<file path="src/rtl/mac_pkg.sv">
// Shared definitions for the lane-parallel MAC: width helpers, saturation
// limits for the default configuration and the frame FSM state encoding.
package mac_pkg;

  // Ceiling log2, usable in constant expressions.
  function automatic int clog2(input int value);
    int result;
    int v;
    result = 0;
    v      = value - 1;
    while (v > 0) begin
      result = result + 1;
      v      = v >> 1;
    end
    return result;
  endfunction

  // Width of one lane product: signed (w+1) x signed (w).
  function automatic int prod_width(input int w);
    return 2 * w + 1;
  endfunction

  // Width of the cross-lane sum; wide enough that it can never overflow.
  function automatic int sum_width(input int w, input int lanes);
    return prod_width(w) + clog2(lanes);
  endfunction

  localparam int DEF_BW        = 4;
  localparam int DEF_PSUM_BW   = 16;
  localparam int DEF_NUM_LANES = 4;

  localparam int PROD_W = 2 * DEF_BW + 1;
  localparam int SUM_W  = PROD_W + clog2(DEF_NUM_LANES);

  localparam logic signed [DEF_PSUM_BW-1:0] SAT_MAX = {1'b0, {(DEF_PSUM_BW-1){1'b1}}};
  localparam logic signed [DEF_PSUM_BW-1:0] SAT_MIN = {1'b1, {(DEF_PSUM_BW-1){1'b0}}};

  typedef enum logic {
    ST_IDLE = 1'b0,
    ST_ACC  = 1'b1
  } frame_state_t;

endpackage

</file>
<file path="src/rtl/mac_lane_mul.sv">
// One lane multiplier: activation (signed or unsigned, chosen per beat)
// times a signed weight. Purely combinational; the caller registers it.
module mac_lane_mul
  import mac_pkg::*;
#(
  parameter int BW = 4
) (
  input  logic                              i_act,
  input  logic [BW-1:0]                     i_act_bits,
  input  logic [BW-1:0]                     i_wgt,
  output logic signed [prod_width(BW)-1:0]  o_prod
);

  localparam int PW = prod_width(BW);

  logic signed [BW:0]   w_act_ext;
  logic signed [BW-1:0] w_wgt;
  logic signed [PW-1:0] w_act_wide;
  logic signed [PW-1:0] w_wgt_wide;

  // i_act selects the activation format: extending with the top bit only
  // when signed makes the same (BW+1)-bit signed multiply serve both modes.
  assign w_act_ext  = {i_act & i_act_bits[BW-1], i_act_bits};
  assign w_wgt      = i_wgt;
  assign w_act_wide = PW'(w_act_ext);
  assign w_wgt_wide = PW'(w_wgt);
  assign o_prod     = w_act_wide * w_wgt_wide;

endmodule

</file>
<file path="src/rtl/mac_lane_acc.sv">
// NUM_LANES-wide dot product per beat, accumulated across a framed sequence
// of beats into a saturating signed partial sum.
//
//   state   | meaning
//   --------+-----------------------------------------------------------
//   ST_IDLE | between frames; only a beat flagged first is accepted
//   ST_ACC  | inside a frame; every valid beat is accepted, a first
//           | beat restarts the frame and flags a protocol error
//
// Pipeline: S1 = lane products, S2 = lane sum, S3 = accumulator/outputs.
// Flags ride with the data, so frames may overlap in flight.
module mac_lane_acc
  import mac_pkg::*;
#(
  parameter int bw        = DEF_BW,
  parameter int psum_bw   = DEF_PSUM_BW,
  parameter int NUM_LANES = DEF_NUM_LANES
) (
  input  logic                      clk,
  input  logic                      reset,
  input  logic                      in_valid,
  input  logic                      in_first,
  input  logic                      in_last,
  input  logic                      act_signed,
  input  logic [NUM_LANES*bw-1:0]   act,
  input  logic [NUM_LANES*bw-1:0]   wgt,
  output logic                      out_valid,
  output logic [psum_bw-1:0]        out_psum,
  output logic                      out_sat,
  output logic                      err
);

  localparam int PW = prod_width(bw);
  localparam int SW = sum_width(bw, NUM_LANES);

  // Clamp limits expressed in the one-bit-wider accumulation width.
  localparam logic signed [psum_bw:0] ACC_MAX = {2'b00, {(psum_bw-1){1'b1}}};
  localparam logic signed [psum_bw:0] ACC_MIN = {2'b11, {(psum_bw-1){1'b0}}};

  frame_state_t r_state;
  logic         r_err;
  logic         w_accept;
  logic         w_proto_err;

  logic signed [PW-1:0] w_prod [NUM_LANES];

  logic signed [PW-1:0] r_s1_prod [NUM_LANES];
  logic                 r_s1_vld;
  logic                 r_s1_first;
  logic                 r_s1_last;

  logic signed [SW-1:0] w_lane_sum;
  logic signed [SW-1:0] r_s2_sum;
  logic                 r_s2_vld;
  logic                 r_s2_first;
  logic                 r_s2_last;

  logic signed [psum_bw-1:0] r_acc;
  logic                      r_sat;
  logic signed [psum_bw:0]   w_base;
  logic signed [psum_bw:0]   w_sum_ext;
  logic signed [psum_bw:0]   w_total;
  logic signed [psum_bw-1:0] w_clamped;
  logic                      w_clip;
  logic                      w_sat_next;

  logic                 r_out_valid;
  logic [psum_bw-1:0]   r_out_psum;
  logic                 r_out_sat;

  // Beat acceptance and protocol-violation decode for the current state.
  always_comb begin
    w_accept    = in_valid & (in_first | (r_state == ST_ACC));
    w_proto_err = 1'b0;
    if (in_valid) begin
      if (r_state == ST_IDLE) w_proto_err = ~in_first;
      else                    w_proto_err = in_first;
    end
  end

  // Frame FSM with registered error pulse.
  always_ff @(posedge clk or negedge reset) begin
    if (!reset) begin
      r_state <= ST_IDLE;
      r_err   <= 1'b0;
    end else begin
      r_err <= w_proto_err;
      if (w_accept) r_state <= in_last ? ST_IDLE : ST_ACC;
    end
  end

  genvar g;
  generate
    for (g = 0; g < NUM_LANES; g++) begin : g_lane
      mac_lane_mul #(.BW(bw)) u_mul (
        .i_act      (act_signed),
        .i_act_bits (act[g*bw +: bw]),
        .i_wgt      (wgt[g*bw +: bw]),
        .o_prod     (w_prod[g])
      );
    end
  endgenerate

  // S1: capture lane products and frame flags of accepted beats only.
  always_ff @(posedge clk or negedge reset) begin
    if (!reset) begin
      r_s1_vld   <= 1'b0;
      r_s1_first <= 1'b0;
      r_s1_last  <= 1'b0;
      for (int i = 0; i < NUM_LANES; i++) r_s1_prod[i] <= '0;
    end else begin
      r_s1_vld   <= w_accept;
      r_s1_first <= w_accept & in_first;
      r_s1_last  <= w_accept & in_last;
      if (w_accept) begin
        for (int i = 0; i < NUM_LANES; i++) r_s1_prod[i] <= w_prod[i];
      end
    end
  end

  // Cross-lane sum of the registered products (sign-extended to SW bits).
  always_comb begin
    w_lane_sum = '0;
    for (int i = 0; i < NUM_LANES; i++) w_lane_sum = w_lane_sum + SW'(r_s1_prod[i]);
  end

  // S2: register the lane sum and forward the flags.
  always_ff @(posedge clk or negedge reset) begin
    if (!reset) begin
      r_s2_sum   <= '0;
      r_s2_vld   <= 1'b0;
      r_s2_first <= 1'b0;
      r_s2_last  <= 1'b0;
    end else begin
      r_s2_vld   <= r_s1_vld;
      r_s2_first <= r_s1_first;
      r_s2_last  <= r_s1_last;
      if (r_s1_vld) r_s2_sum <= w_lane_sum;
    end
  end

  // Next accumulator value with clamp; a first beat starts from zero.
  always_comb begin
    w_base     = r_s2_first ? '0 : (psum_bw+1)'(r_acc);
    w_sum_ext  = (psum_bw+1)'(r_s2_sum);
    w_total    = w_base + w_sum_ext;
    w_clip     = 1'b0;
    w_clamped  = w_total[psum_bw-1:0];
    if (w_total > ACC_MAX) begin
      w_clamped = ACC_MAX[psum_bw-1:0];
      w_clip    = 1'b1;
    end else if (w_total < ACC_MIN) begin
      w_clamped = ACC_MIN[psum_bw-1:0];
      w_clip    = 1'b1;
    end
    w_sat_next = (r_s2_first ? 1'b0 : r_sat) | w_clip;
  end

  // S3: update accumulator and sticky sat; publish the result on a last beat.
  always_ff @(posedge clk or negedge reset) begin
    if (!reset) begin
      r_acc       <= '0;
      r_sat       <= 1'b0;
      r_out_valid <= 1'b0;
      r_out_psum  <= '0;
      r_out_sat   <= 1'b0;
    end else begin
      r_out_valid <= r_s2_vld & r_s2_last;
      if (r_s2_vld) begin
        r_acc <= w_clamped;
        r_sat <= w_sat_next;
        if (r_s2_last) begin
          r_out_psum <= w_clamped;
          r_out_sat  <= w_sat_next;
        end
      end
    end
  end

  assign out_valid = r_out_valid;
  assign out_psum  = r_out_psum;
  assign out_sat   = r_out_sat;
  assign err       = r_err;

endmodule

</file>
<file path="config.mk">
export PLATFORM = sky130hd
export DESIGN_NAME = mac_lane_acc
export DESIGN_NICKNAME = d
export VERILOG_FILES = /design/src/rtl/mac_pkg.sv /design/src/rtl/mac_lane_mul.sv /design/src/rtl/mac_lane_acc.sv
export SDC_FILE = /design/constraint.sdc
export NUM_CORES = 1
export LEC_CHECK = 0
export BUFFER_PORTS_ARGS = -buffer_cell sky130_fd_sc_hd__buf_2
export CORE_MARGIN = 4
export CORE_UTILIZATION = 45
export DETAILED_ROUTE_END_ITERATION = 12
export MAX_ROUTING_LAYER = met4
export PLACE_DENSITY = 0.63
export SETUP_SLACK_MARGIN = 0.1
export SLEW_MARGIN = 25
export SYNTH_ARGS = -nofsm -noshare
export SYNTH_HDL_FRONTEND = slang
export SYNTH_SLANG_ARGS = --single-unit
</file>
<file path="constraint.sdc">
create_clock -name clk -period 4.8 [get_ports clk]
set_clock_uncertainty 0.05 [all_clocks]
set_input_delay 0.48 -clock clk [delete_from_list [all_inputs] [get_ports clk]]
set_output_delay 0.48 -clock clk [all_outputs]
set_load 0.01 [all_outputs]
</file>
# Word level (Yosys, flattened, before mapping)
# Index checks and enable logic that the tools add are counted.
totals:
  reg_bits: 90
  in_bits: 38
  elab_cells: 49
op_classes:
  add_sub_neg: 4
  n_bitwise: 11
  order_cmp: 2
  mux: 9
  multipliers: 4
  n_reduce_logical: 1
ops:
  columns: ["op", "count"]
  rows:
  - ["$mul 5x4->9", 4]
  - ["$mux 16", 2]
  - ["$add 17x11->17", 1]
  - ["$gt 17x16->1 const B", 1]
  - ["$lt 17x16->1 const B", 1]
  - ["$mux 17", 1]
  - ["$add 10x9->11", 1]
  - ["$add 11x9->11", 1]
  - ["$add 9x9->10", 1]
  - ["$and 1x1->1", 8]
  - ["$mux 1", 6]
  - ["$or 1x1->1", 2]
  - ["$reduce_and 2->1", 1]
  - ["$not 1->1", 1]

# Longest topological paths before layout
# Gate-level depths: netlist of the first run.
depth:
  ltp_word: 6
  ltp_mapped: 15

# Hierarchy
# Synthesis of the first run repeated with hierarchy kept, for this count alone.
hier_totals:
  hier_cells: 706
  hier_area_um2: 7775.0
by_module_without_submodules:
  columns: ["module", "cells_each", "area_each_um2", "seq_area_each_um2", "n_inst"]
  rows:
  - ["mac_lane_acc", 418, 5112.4, 2252.2, 1]
  - ["mac_lane_mul (g_lane[0].u_mul ...)", 72, 664.4, 0.0, 3]
  - ["mac_lane_mul (g_lane[3].u_mul)", 72, 669.4, 0.0, 1]

# Least setup slack after synthesis of the first run
# OpenSTA, ideal clock, no wires.
synth_timing:
  path_type: "in2reg"
  from: "input act_signed"
  to: "register r_s1_prod[8] (netlist bit)"
  setup_ns: 0.134
  path_slack_ns: 1.304
  path_buffers: 1
  stages: 12
  t_arrival_ns: 3.312
  cell_sequence: "clkbuf_1 -> nand3_1 -> fa_1 -> inv_1 -> fa_1 -> ha_1 -> ha_1 -> a21o_1 -> a21o_1 -> a21oi_1 -> xnor2_1 -> o21ai_0"
synth_between:
  elab_chain_len: 2
synth_lines:
  columns: ["element", "line_no", "rtl"]
  rows:
  - ["start: declaration", "mac_lane_acc.sv:24", "input logic act_signed,"]
  - ["$and 1x1->1", "mac_lane_mul.sv:23", "assign w_act_ext = {i_act & i_act_bits[BW-1], i_act_bits};"]
  - ["$mul 5x4->9", "mac_lane_mul.sv:27", "assign o_prod = w_act_wide * w_wgt_wide;"]
  - ["end: declaration", "mac_lane_acc.sv:47", "logic signed [PW-1:0] r_s1_prod [NUM_LANES];"]
# Every way passes these cells.
# A chain may end at the register's enable or synchronous reset.

# Worst setup path after layout of the first run
layout_timing:
  from: "register r_s1_prod[1] (netlist bit)"
  to: "register r_s2_sum[9]"
layout_between:
  elab_chain_len: 1
layout_lines:
  columns: ["element", "line_no", "rtl"]
  rows:
  - ["$add 11x9->11", "mac_lane_acc.sv:124", "for (int i = 0; i < NUM_LANES; i++) w_lane_sum = w_lane_sum + SW'(r_s1_prod[i]);"]
  - ["end signal: assignment", "mac_lane_acc.sv:138", "if (r_s1_vld) r_s2_sum <= w_lane_sum;"]
  - ["end: declaration", "mac_lane_acc.sv:53", "logic signed [SW-1:0] r_s2_sum;"]
# Every way passes these cells.

==> results of run 1 <==
## Yosys cell counts, types with 2 or more instances
library cell	number
o2111ai_1	4
o21ai_0	41
and2_1	28
ha_1	80
o21ai_1	6
a21o_1	17
inv_1	91
a211oi_1	5
or3_1	3
o22ai_1	2
and3_1	7
a22o_1	9
a311oi_1	6
nor2_1	41
nor2b_1	20
maj3_2	4
o311ai_0	2
nand2b_1	18
dfrtp_1	90
a31oi_1	2
o21bai_1	3
nand3_1	15
nor3_1	2
fa_1	67
mux2i_1	2
o211ai_1	4
xor2_1	17
mux2_2	7
buf_6	2
nor3_2	2
clkinv_1	2
o21a_1	2
a2111oi_0	2
buf_4	2
xnor2_1	33
a211oi_2	3
a21oi_1	36
nand2_1	112
clkbuf_1	19
## cells by family after synthesis
group	count (synthesis)	synth area share (%)
flip-flops	90	28.5
AND/OR/NAND/NOR	254	15.3
buffers and inverters	117	5.86
adder cells (fa/ha/maj)	152	30.3
multiplexers	9	1.25
AO/OA/AOI/OAI	157	13.2
XOR/XNOR	50	5.54
## final cells by class
| type | count | area, um2 | share of cell area, % |
|---|---|---|---|
| inverter | 93 | 349 | 4.02 |
| sequential | 90 | 2250 | 26.0 |
| timing repair buffer | 60 | 313 | 3.61 |
| clock buffer | 12 | 236 | 2.73 |
| multi-input combinational | 622 | 5190 | 59.8 |
| tap | 225 | 282 | 3.24 |
| clock inverter | 4 | 51.3 | 0.591 |
## layer usage
layer / vias to the layer above / GRT usage (%) / wire length [um]
met1: 2714 / 22.4 / 7340
met3: 19 / 2.22 / 424
met4: 0 / 5.30 / 299
li1: 2848 / - / -
met5: - / - / 0
met2: 71 / 26.5 / 7250
## worst max-delay path: stages (launching register included)
cell,delay [ns]
dfrtp_1,0.43
fa_1,0.51
fa_1,0.52
ha_1,0.17
inv_1,0.06
fa_1,0.40
nor2b_1,0.12
o21ai_0,0.10
a21boi_0,0.27
o21ai_0,0.14
a211oi_1,0.26
o21ai_0,0.12
a31o_2,0.23
## through the flow
stage                     utilization [%]  area [um2]  power, mW
after global placement               48.7        8390       5.39
after global routing                 50.3        8680       6.80
after floorplan                         -        7900       4.57
after detailed placement             48.7        8390       5.44
after CTS                            50.3        8670       6.18
final                                50.3        8680       6.14
## final timing paths
kind / start / end / slack, ns / depth (start not counted)
min in group clk: r_s1_first$_DFF_PN0_ / r_s2_first$_DFF_PN0_ / 0.30 / 0
max: r_s1_prod[1]$_DFFE_PN0P_ / r_s2_sum[9]$_DFFE_PN0P_ / 1.31 / 12
min: reset / out_psum[14]$_DFFE_PN0P_ / 0.12 / 1
min reg2reg: r_s1_first$_DFF_PN0_ / r_s2_first$_DFF_PN0_ / 0.30 / 0
max in group asynchronous: reset / r_s1_prod[6]$_DFFE_PN0P_ / 3.62 / 2
max reg2reg: r_s1_prod[1]$_DFFE_PN0P_ / r_s2_sum[9]$_DFFE_PN0P_ / 1.31 / 12
## power breakdown
| group | internal, mW | switching (mW) |
|---|---|---|
| logic | 1.85 | 2.31 |
| clock network | 0.405 | 0.291 |
| registers | 1.07 | 0.213 |
## sequential cells by signal, indices dropped and copies added, names as in the netlist, 11 cells and up
signal     cells
r_s2_sum      11
out_psum      16
r_acc         16
r_s1_prod     36
==> run summary, run 1 <==
Outcome = completed
CP endpoint kind = flop
Count of cell types in the netlist = 60
Area leader, netlist = dfrtp_1
Synthesized cell area = 7900 um2
WL/cell = 13.8 um
RSZ-0062 raised after global routing = no
Clock transition at path regs = 0.06 ns
DRT iter0 DRCs = 282
Fin crit share = 72.7%
# rows = 48
Largest net degree at the start of global routing = 59
Initial Util = 45.9%
Via count = 5652
Via-to-Cell Ratio = 5.11
CTS Buf Count = 9
Cell Count, Final, Fillers Out = 1106
FF+latch count, synth = 90
Port buffer count = 56
CP required = 4.98 ns
Area delta synth->final = 9.77%
Hold_buf cts = 0
Grt ovf = 0
Post-route setup TNS = 0 ns
Core area = 17200 um2
WHS = 0.115 ns
Antenna fix cells = 0
Yosys top cell area share = 28.5%
Max-cap viol count = 0
Commonest non-fill, non-tap cell in the layout = nand2_1
Top post-synthesis cells by area = dfrtp_1 28%, fa_1 17%, ha_1 13%, nand2_1 5.3%, inv_1 4.3%
Syn_area_per_cell = 9.53 um2
Count of final setup violators = 0
CTS tree = built
Final Hold Viols = 0
Fraction of registers with async set/reset = 100%
Sink Count = 90
Root Driver = clkbuf_16
Max FO, Critical Path = 2
Number of synthesized flops with an enable pin = 0
Nets@finish = 1061
CP Data Arrival Time = 3.67 ns
Ys Warns = 0
Fmax = 0.287 GHz
Tmin final = 3.49 ns
Post-synthesis sequential area ratio = 28.5%
Post-DRT Antenna Nets = 0
Peak VDD IR = 0.380 mV
Lkg Pwr = 4.36 nW
CTS max path bufs = 2
Worst skew pair latency = 0.34 ns
Die height = 141 um
Routability cong. = 0.854
Pre-Repair DR Iteration Count = 4
# fillers = 1672
First-pass GRT wire length = 26.5 mm
DP Cell Count = 1090
Final worst slack = 1.31 ns
Worst rel slew slack = 54.3%
Post-DP HPWL = 12.4 mm
DP Worst Slack = 1.03 ns
Vias in the first global route = 5603
GRT Resource Usage Total = 16.7%
PD cells = 707 nW/um2
Fraction of layout cells with a size suffix above 1 = 11.2%
Slew @ Worst Pin = 0.686 ns
Post-CTS setup buffer count = 0
Die X = 141 um
Most frequent cells in the layout = 112 x nand2_1, 91 x inv_1, 89 x dfrtp_1, 80 x ha_1, 67 x fa_1
Slew Limit Fails = 0
Top_reg_cell synth = dfrtp_1
Crit path kind = reg2reg
IO Pins = 57
Worst Hold Class = in2async
Synthesized net count = 1014
CP startpoint kind = flop
CTS resizes = 0
Final WL = 15.3 mm
Initial antenna violation count = 0
H-Tree Depth = 3
Cell count after synthesis = 829
Drt drc = 0
Die area = 19700 um2
(Power assumes the default switching activity.)
==> inputs of run 2 (changes only) <==
- ABC_AREA: not set -> 1
- clock period: 4.8 -> 3.55 ns (I/O delays scaled with it)
==> run 2 against run 1 <==
  * The run now ends with negative hold slack left
  * Cell count rose by 21%
  * Hold slack got worse by 0.13 ns
  * Routed wire length rose by 6.8%
  * First-iteration DRC count fell by 19%
  * Critical endpoint is now r_s1_prod[25]$_DFFE_PN0P_
  * Highest routed layer unchanged
  * Die area rose by 3.5%
==> run summary, run 2 <==
Top post-synthesis cells by area = dfrtp_1 27%, nand2_1 17%, fa_1 16%, ha_1 12%, inv_1 8.0%
Routability cong. = 0.897 (+5.0%)
Antenna fix cells = 0 (unchanged)
Number of synthesized flops with an enable pin = 0 (unchanged)
Top_reg_cell synth = dfrtp_1
Core area = 18000 um2 (+4.2%)
Crit path kind = in2reg
Yosys top cell area share = 27.5% (-1.0 points)
Pre-Repair DR Iteration Count = 5 (+1)
Max-cap viol count = 0 (unchanged)
Ys Warns = 0 (unchanged)
FF+latch count, synth = 90 (unchanged)
Clock transition at path regs = 0.07 ns (about the same)
CP Data Arrival Time = 3.34 ns (-0.33 ns)
Die height = 143 um (+1.8%)
RSZ-0062 raised after global routing = no
Synthesized net count = 1226 (+21%)
DP Worst Slack = -0.00747 ns (-1.04 ns)
CP endpoint kind = flop
Root Driver = clkbuf_16
Reg2reg start = r_s1_prod[1]$_DFFE_PN0P_
Syn_area_per_cell = 7.88 um2 (-17%)
Lkg Pwr = 5.36 nW (+23%)
CTS Buf Count = 9 (unchanged)
Critical Path Sink = r_s1_prod[25]$_DFFE_PN0P_
Post-DP HPWL = 13.0 mm (+5.3%)
Worst skew pair latency = 0.35 ns (about the same)
Post-synthesis sequential area ratio = 27.5% (-1.0 points)
Sink Count = 90 (unchanged)
Tmin final = 3.18 ns
Vias in the first global route = 6363 (+14%)
Drt drc = 0 (unchanged)
Die area = 20400 um2 (+3.5%)
Initial Util = 45.7% (-0.20 points)
Grt ovf = 0 (unchanged)
Count of cell types in the netlist = 32 (-47%)
Hold_buf cts = 0 (unchanged)
First-pass GRT wire length = 28.9 mm (+9.0%)
Fraction of layout cells with a size suffix above 1 = 12.4% (+1.2 points)
DRT iter0 DRCs = 229 (-19%)
Fraction of registers with async set/reset = 100% (unchanged)
Via-to-Cell Ratio = 4.73 (-7.4%)
GRT Resource Usage Total = 17.8% (+1.1 points)
Nets@finish = 1291 (+22%)
Initial antenna violation count = 0 (unchanged)
Fmax = 0.314 GHz
Worst Reg-to-Reg Cells = 13 (+1)
Slew Limit Fails = 0 (unchanged)
Max FO, Critical Path = 3 (+1)
CP startpoint kind = input pin
Area delta synth->final = 10.7%
Failing checks = negative hold slack
FF-to-FF End = r_s2_sum[7]$_DFFE_PN0P_
Post-DRT Antenna Nets = 0 (unchanged)
Final WL = 16.4 mm (+6.8%)
H-Tree Depth = 3 (unchanged)
Synthesized cell area = 8200 um2 (+3.8%)
R2R setup slack = 0.57 ns (-0.74 ns)
CP required = 3.71 ns (-1.27 ns)
CTS tree = built
Commonest non-fill, non-tap cell in the layout = nand2_1
WHS = -0.0122 ns (-0.128 ns)
CTS max path bufs = 2 (unchanged)
Cell count after synthesis = 1041 (+26%)
Area leader, netlist = dfrtp_1
Cell Count, Final, Fillers Out = 1340 (+21%)
CP startpoint = act[4]
# rows = 49 (+2.1%)
Port buffer count = 56 (unchanged)
Count of final setup violators = 0 (unchanged)
Most common cell in the netlist = nand2_1
DP Cell Count = 1324 (+21%)
Commonest cells post-synth = 368 x nand2_1, 174 x inv_1, 90 x dfrtp_1
Slew @ Worst Pin = 0.704 ns (+0.0188 ns)
PD cells = 896 nW/um2 (+27%)
Post-CTS setup buffer count = 0 (unchanged)
Reg with most FFs = r_s1_prod
IO Pins = 57 (unchanged)
Max reg flops = 36 (unchanged)
Via count = 6341 (+12%)
Fin crit share = 89.7%
Outcome = finished with violations
Final worst slack = 0.367 ns (-0.945 ns)
# fillers = 1769 (+5.8%)
CTS resizes = 0 (unchanged)
Most frequent cells in the layout = 368 x nand2_1, 174 x inv_1, 90 x dfrtp_1, 80 x ha_1, 67 x fa_1
Peak VDD IR = 1.42 mV (+270%)
Worst rel slew slack = 53.0% (-1.3 points)
Die X = 143 um (+1.8%)
Largest net degree at the start of global routing = 77 (+31%)
Worst Hold Class = in2async
WL/cell = 12.2 um (-12%)
Final Hold Viols = 11 (+11)
==> run 2: changes by cell type after synthesis, moves of 10 or more <==
| cell | before | now |
|---|---|---|
| nand2_1 | 112 | 368 |
| inv_1 | 91 | 174 |
| and2_1 | 28 | 1 |
| nand3_1 | 15 | 35 |
| nor2b_1 | 20 | 0 |
| nand2b_1 | 18 | 0 |
| a21o_1 | 17 | 0 |
| nand2_2 | 0 | 15 |
| xnor2_1 | 33 | 19 |
| or2_2 | 0 | 13 |
| nand2_4 | 0 | 12 |
| o21ai_0 | 41 | 31 |
==> run 2: logic make-up after synthesis <==
group / count (synthesis) / synth area share [%]
XOR/XNOR: 37 / 3.95
adder cells (fa/ha/maj): 147 / 28.6
AND/OR/NAND/NOR: 500 / 25.8
AO/OA/AOI/OAI: 69 / 4.52
buffers and inverters: 198 / 9.69
flip-flops: 90 / 27.5
==> run 2: how the worst min path moves through the flow <==
stage	slack, ns	to	cells past startpoint	from
floorplan	0.009	err$_DFF_PN0_	0	reset
global placement	0.28	r_s2_last$_DFF_PN0_	0	r_s1_last$_DFF_PN0_
detailed placement	0.29	r_s2_last$_DFF_PN0_	0	r_s1_last$_DFF_PN0_
CTS	0.16	r_s1_prod[34]$_DFFE_PN0P_	1	reset
global route	0.04	r_s1_prod[34]$_DFFE_PN0P_	1	reset
finish	-0.01	r_s1_prod[34]$_DFFE_PN0P_	1	reset
==> run 2: final cells by class <==
class	count	area (um2)	area share, %
Timing Repair Buffer	72	407	4.48
Clock buffer	9	225	2.48
Inverter	180	676	7.44
Clock inverter	7	76.3	0.841
Tap cell	229	287	3.16
Multi-Input combinational cell	753	5160	56.8
Sequential cell	90	2250	24.8
==> run 2: stage by stage <==
step                      setup TNS, ns  utilization, %  total power [mW]  area, um2
after CTS                             0            50.5              8.21       9070
after floorplan                       0               -              6.07       8200
final                                 0            50.5              8.13       9080
after global placement                0            48.8              7.11       8770
after detailed placement       -0.00825            48.8              7.18       8770
after global routing                  0            50.5              9.13       9080
==> run 2: routing by layer <==
metal | vias to the layer above | track usage (%) | wire length (um)
met3 | 17 | 2.44 | 368
met4 | 0 | 4.00 | 196
met2 | 64 | 30.2 | 8080
met5 | - | - | 0
li1 | 3291 | - | -
met1 | 2969 | 22.8 | 7710
==> run 2: where the power goes <==
group	total, mW	internal (mW)	switching [mW]	leakage (nW)
Combinational	5.43	2.08	3.35	4.10
Clock	0.984	0.553	0.431	0.148
Sequential	1.72	1.42	0.292	1.12
Total	8.13	4.05	4.08	5.36
==> run 2: worst max-delay path: stages <==
cell and delay (ns):
buf_2 0.10, or2_2 0.31, fa_1 0.51, fa_1 0.58, fa_1 0.42, inv_1 0.07
ha_1 0.16, inv_1 0.05, fa_1 0.35, inv_1 0.09, nand3_1 0.07, nand2_1 0.09
xnor2_1 0.11, o21ai_0 0.08
==> inputs of run 3 (changes only) <==
- HOLD_SLACK_MARGIN: not set -> 0.15
==> run 3 against run 2 <==
  * The flow now finishes without violations
  * Non-clock buffer count rose by 1
  * Cell area increased by 0.11%
  * Combinational power about the same
  * Routed wire length is 0.13% lower
  * First-iteration DRC count shrank 17%
  * Setup slack better by 0.0065 ns
  * Total power hardly changed
  * Critical path depth is the same
  * Sequential share of layout area barely moved
  * Clock power barely moved
  * Sequential power is essentially flat
  * Critical endpoint unchanged
==> run summary, run 3 (synthesis results as in run 2) <==
NetSw = 4.07 mW (about the same)
CTS Buf Count = 9 (unchanged)
H-Tree Depth = 3 (unchanged)
Post-DRT Antenna Nets = 0 (unchanged)
Vias in the first global route = 6363 (unchanged)
Sequential Power Share = 21.1% (about the same)
Port buffer count = 56 (unchanged)
Fraction of layout cells with a size suffix above 1 = 12.4% (about the same)
WL/cell = 12.2 um (-0.20%)
Lkg Pwr = 5.37 nW (about the same)
Die height = 143 um (unchanged)
# fillers = 1768 (-0.057%)
GRT Resource Usage Total = 17.8% (unchanged)
Worst skew pair latency = 0.35 ns (about the same)
RSZ-0062 raised after global routing = no
Final worst slack = 0.374 ns (+0.00651 ns)
Most frequent cells in the layout = 368 x nand2_1, 174 x inv_1, 90 x dfrtp_1, 80 x ha_1, 67 x fa_1
CP required = 3.71 ns (about the same)
Sw Share = 50.1% (about the same)
CTS resizes = 0 (unchanged)
Slew Limit Fails = 0 (unchanged)
Post-CTS setup buffer count = 0 (unchanged)
Via-to-Cell Ratio = 4.73 (about the same)
Pre-Repair DR Iteration Count = 4 (-1)
Commonest non-fill, non-tap cell in the layout = nand2_1
Worst path slowest cell = fa_1
Count of final setup violators = 0 (unchanged)
Final Hold Viols = 0 (-11)
Fin crit share = 89.5% (-0.18 points)
Clock transition at path regs = 0.07 ns (about the same)
Clk network pwr share = 12.1% (about the same)
CP cell instances = buf_2 -> or2_2 -> fa_1 -> fa_1 -> fa_1 -> inv_1 -> ha_1 -> inv_1 -> fa_1 -> inv_1 -> nand3_1 -> nand2_1 -> xnor2_1 -> o21ai_0
Post-DP HPWL = 13.0 mm (unchanged)
Initial antenna violation count = 0 (unchanged)
Largest net degree at the start of global routing = 77 (unchanged)
Reg with most FFs = r_s1_prod
Peak VDD IR = 1.42 mV (+0.20%)
CP Buf/Inv Count = 4 (unchanged)
# rows = 49 (unchanged)
CP max stage delay = 0.58 ns (about the same)
Antenna fix cells = 0 (unchanged)
Via count = 6344 (+0.047%)
Crit path kind = in2reg
Placed Area = 8770 um2 (unchanged)
CTS max path bufs = 2 (unchanged)
DRT iter0 DRCs = 191 (-17%)
CP endpoint kind = flop
CTS tree = built
Final instance area = 9090 um2 (+0.11%)
Sink Count = 90 (unchanged)
CP startpoint kind = input pin
Part of the power in combinational logic = 66.8% (about the same)
Cell family with most CP delay = adder cells
Die X = 143 um (unchanged)
Finished Core Util = 50.6% (+0.056 points)
Root Driver = clkbuf_16
Outcome = completed
Hold_buf cts = 0 (unchanged)
First-pass GRT wire length = 28.9 mm (unchanged)
Tmin final = 3.18 ns (-0.00651 ns)
Max reg flops = 36 (unchanged)
Routability cong. = 0.897 (unchanged)
Grt ovf = 0 (unchanged)
Final WL = 16.3 mm (-0.13%)
Slew @ Worst Pin = 0.704 ns (-0.000159 ns)
Area delta synth->final = 10.8%
Crit path top cell by count = fa_1
Final total power = 8.13 mW (about the same)
PD cells = 894 nW/um2 (-0.16%)
Worst rel slew slack = 53.0% (about the same)
DP Worst Slack = -0.00747 ns (unchanged)
WHS = 0.189 ns (+0.201 ns)
Worst Hold Class = in2reg
Die area = 20400 um2 (unchanged)
IO Pins = 57 (unchanged)
Initial Util = 45.7% (unchanged)
Drt drc = 0 (unchanged)
Fmax = 0.315 GHz (+0.20%)
CP Data Arrival Time = 3.33 ns (about the same)
Core area = 18000 um2 (unchanged)
Nets@finish = 1292 (+0.077%)
Max FO, Critical Path = 3 (unchanged)
Pint = 4.05 mW (about the same)
Max-cap viol count = 0 (unchanged)
## run 3: cell types whose count changed in the layout (fill, tap and decap cells not counted)
cell	before	now
dlygate4sd3_1	0	1
## run 3: path summary, 6_finish.rpt
kind	startpoint	endpoint	slack, ns	cells past startpoint
min in group asynchronous	reset	r_s1_prod[34]$_DFFE_PN0P_	0.56	2
worst min register to register	r_s1_last$_DFF_PN0_	r_s2_last$_DFF_PN0_	0.30	0
worst max register to register	r_s1_prod[1]$_DFFE_PN0P_	r_s2_sum[7]$_DFFE_PN0P_	0.57	13
worst min-delay path	in_last	r_s1_last$_DFF_PN0_	0.19	3
worst max-delay path	act[4]	r_s1_prod[25]$_DFFE_PN0P_	0.37	14
max in group asynchronous	reset	out_psum[11]$_DFFE_PN0P_	2.27	3
## run 3: cell type report
cell class / instances / area [um2] / share of cell area [%]
Timing Repair Buffer: 73 / 417 / 4.58
Clock inverter: 7 / 76.3 / 0.840
Tap cell: 229 / 287 / 3.15
Inverter: 180 / 676 / 7.43
Clock buffer: 9 / 225 / 2.48
Multi-Input combinational cell: 753 / 5160 / 56.7
Sequential cell: 90 / 2250 / 24.8
## run 3: power groups by stage
stage	Clock [mW]	Combinational [mW]	Sequential, mW
final	0.981	5.43	1.72
after global routing	1.05	6.32	1.77
after CTS	1.01	5.48	1.72
after detailed placement	0	5.44	1.73
after global placement	0	5.38	1.73
after floorplan	0	4.39	1.68
## run 3: per-layer routing
metal | GRT usage, % | vias to the layer above | wire length, um
met4 | 4.00 | 0 | 196
met1 | 22.8 | 2960 | 7650
met2 | 30.2 | 73 | 8060
met5 | - | - | 0
li1 | - | 3294 | -
met3 | 2.44 | 17 | 426
## run 3: metrics by stage
step           cells  setup TNS [ns]
6_report        1341               0
3_3_place_gp    1324               0
3_5_place_dp    1324        -0.00825
2_1_floorplan   1041               0
4_1_cts         1340               0
5_1_grt         1341               0
## run 3: worst register-to-register path, delay by kind of cell (launching register included)
| family | cells | cell delay (ns) |
|---|---|---|
| and+or+nand+nor | 4 | 0.35 |
| xor gates and xnor gates | 1 | 0.14 |
| AOI/OAI and AO/OA | 2 | 0.20 |
| DFF | 1 | 0.42 |
| buffers and inverters | 2 | 0.15 |
| adders and majority gates | 4 | 1.58 |
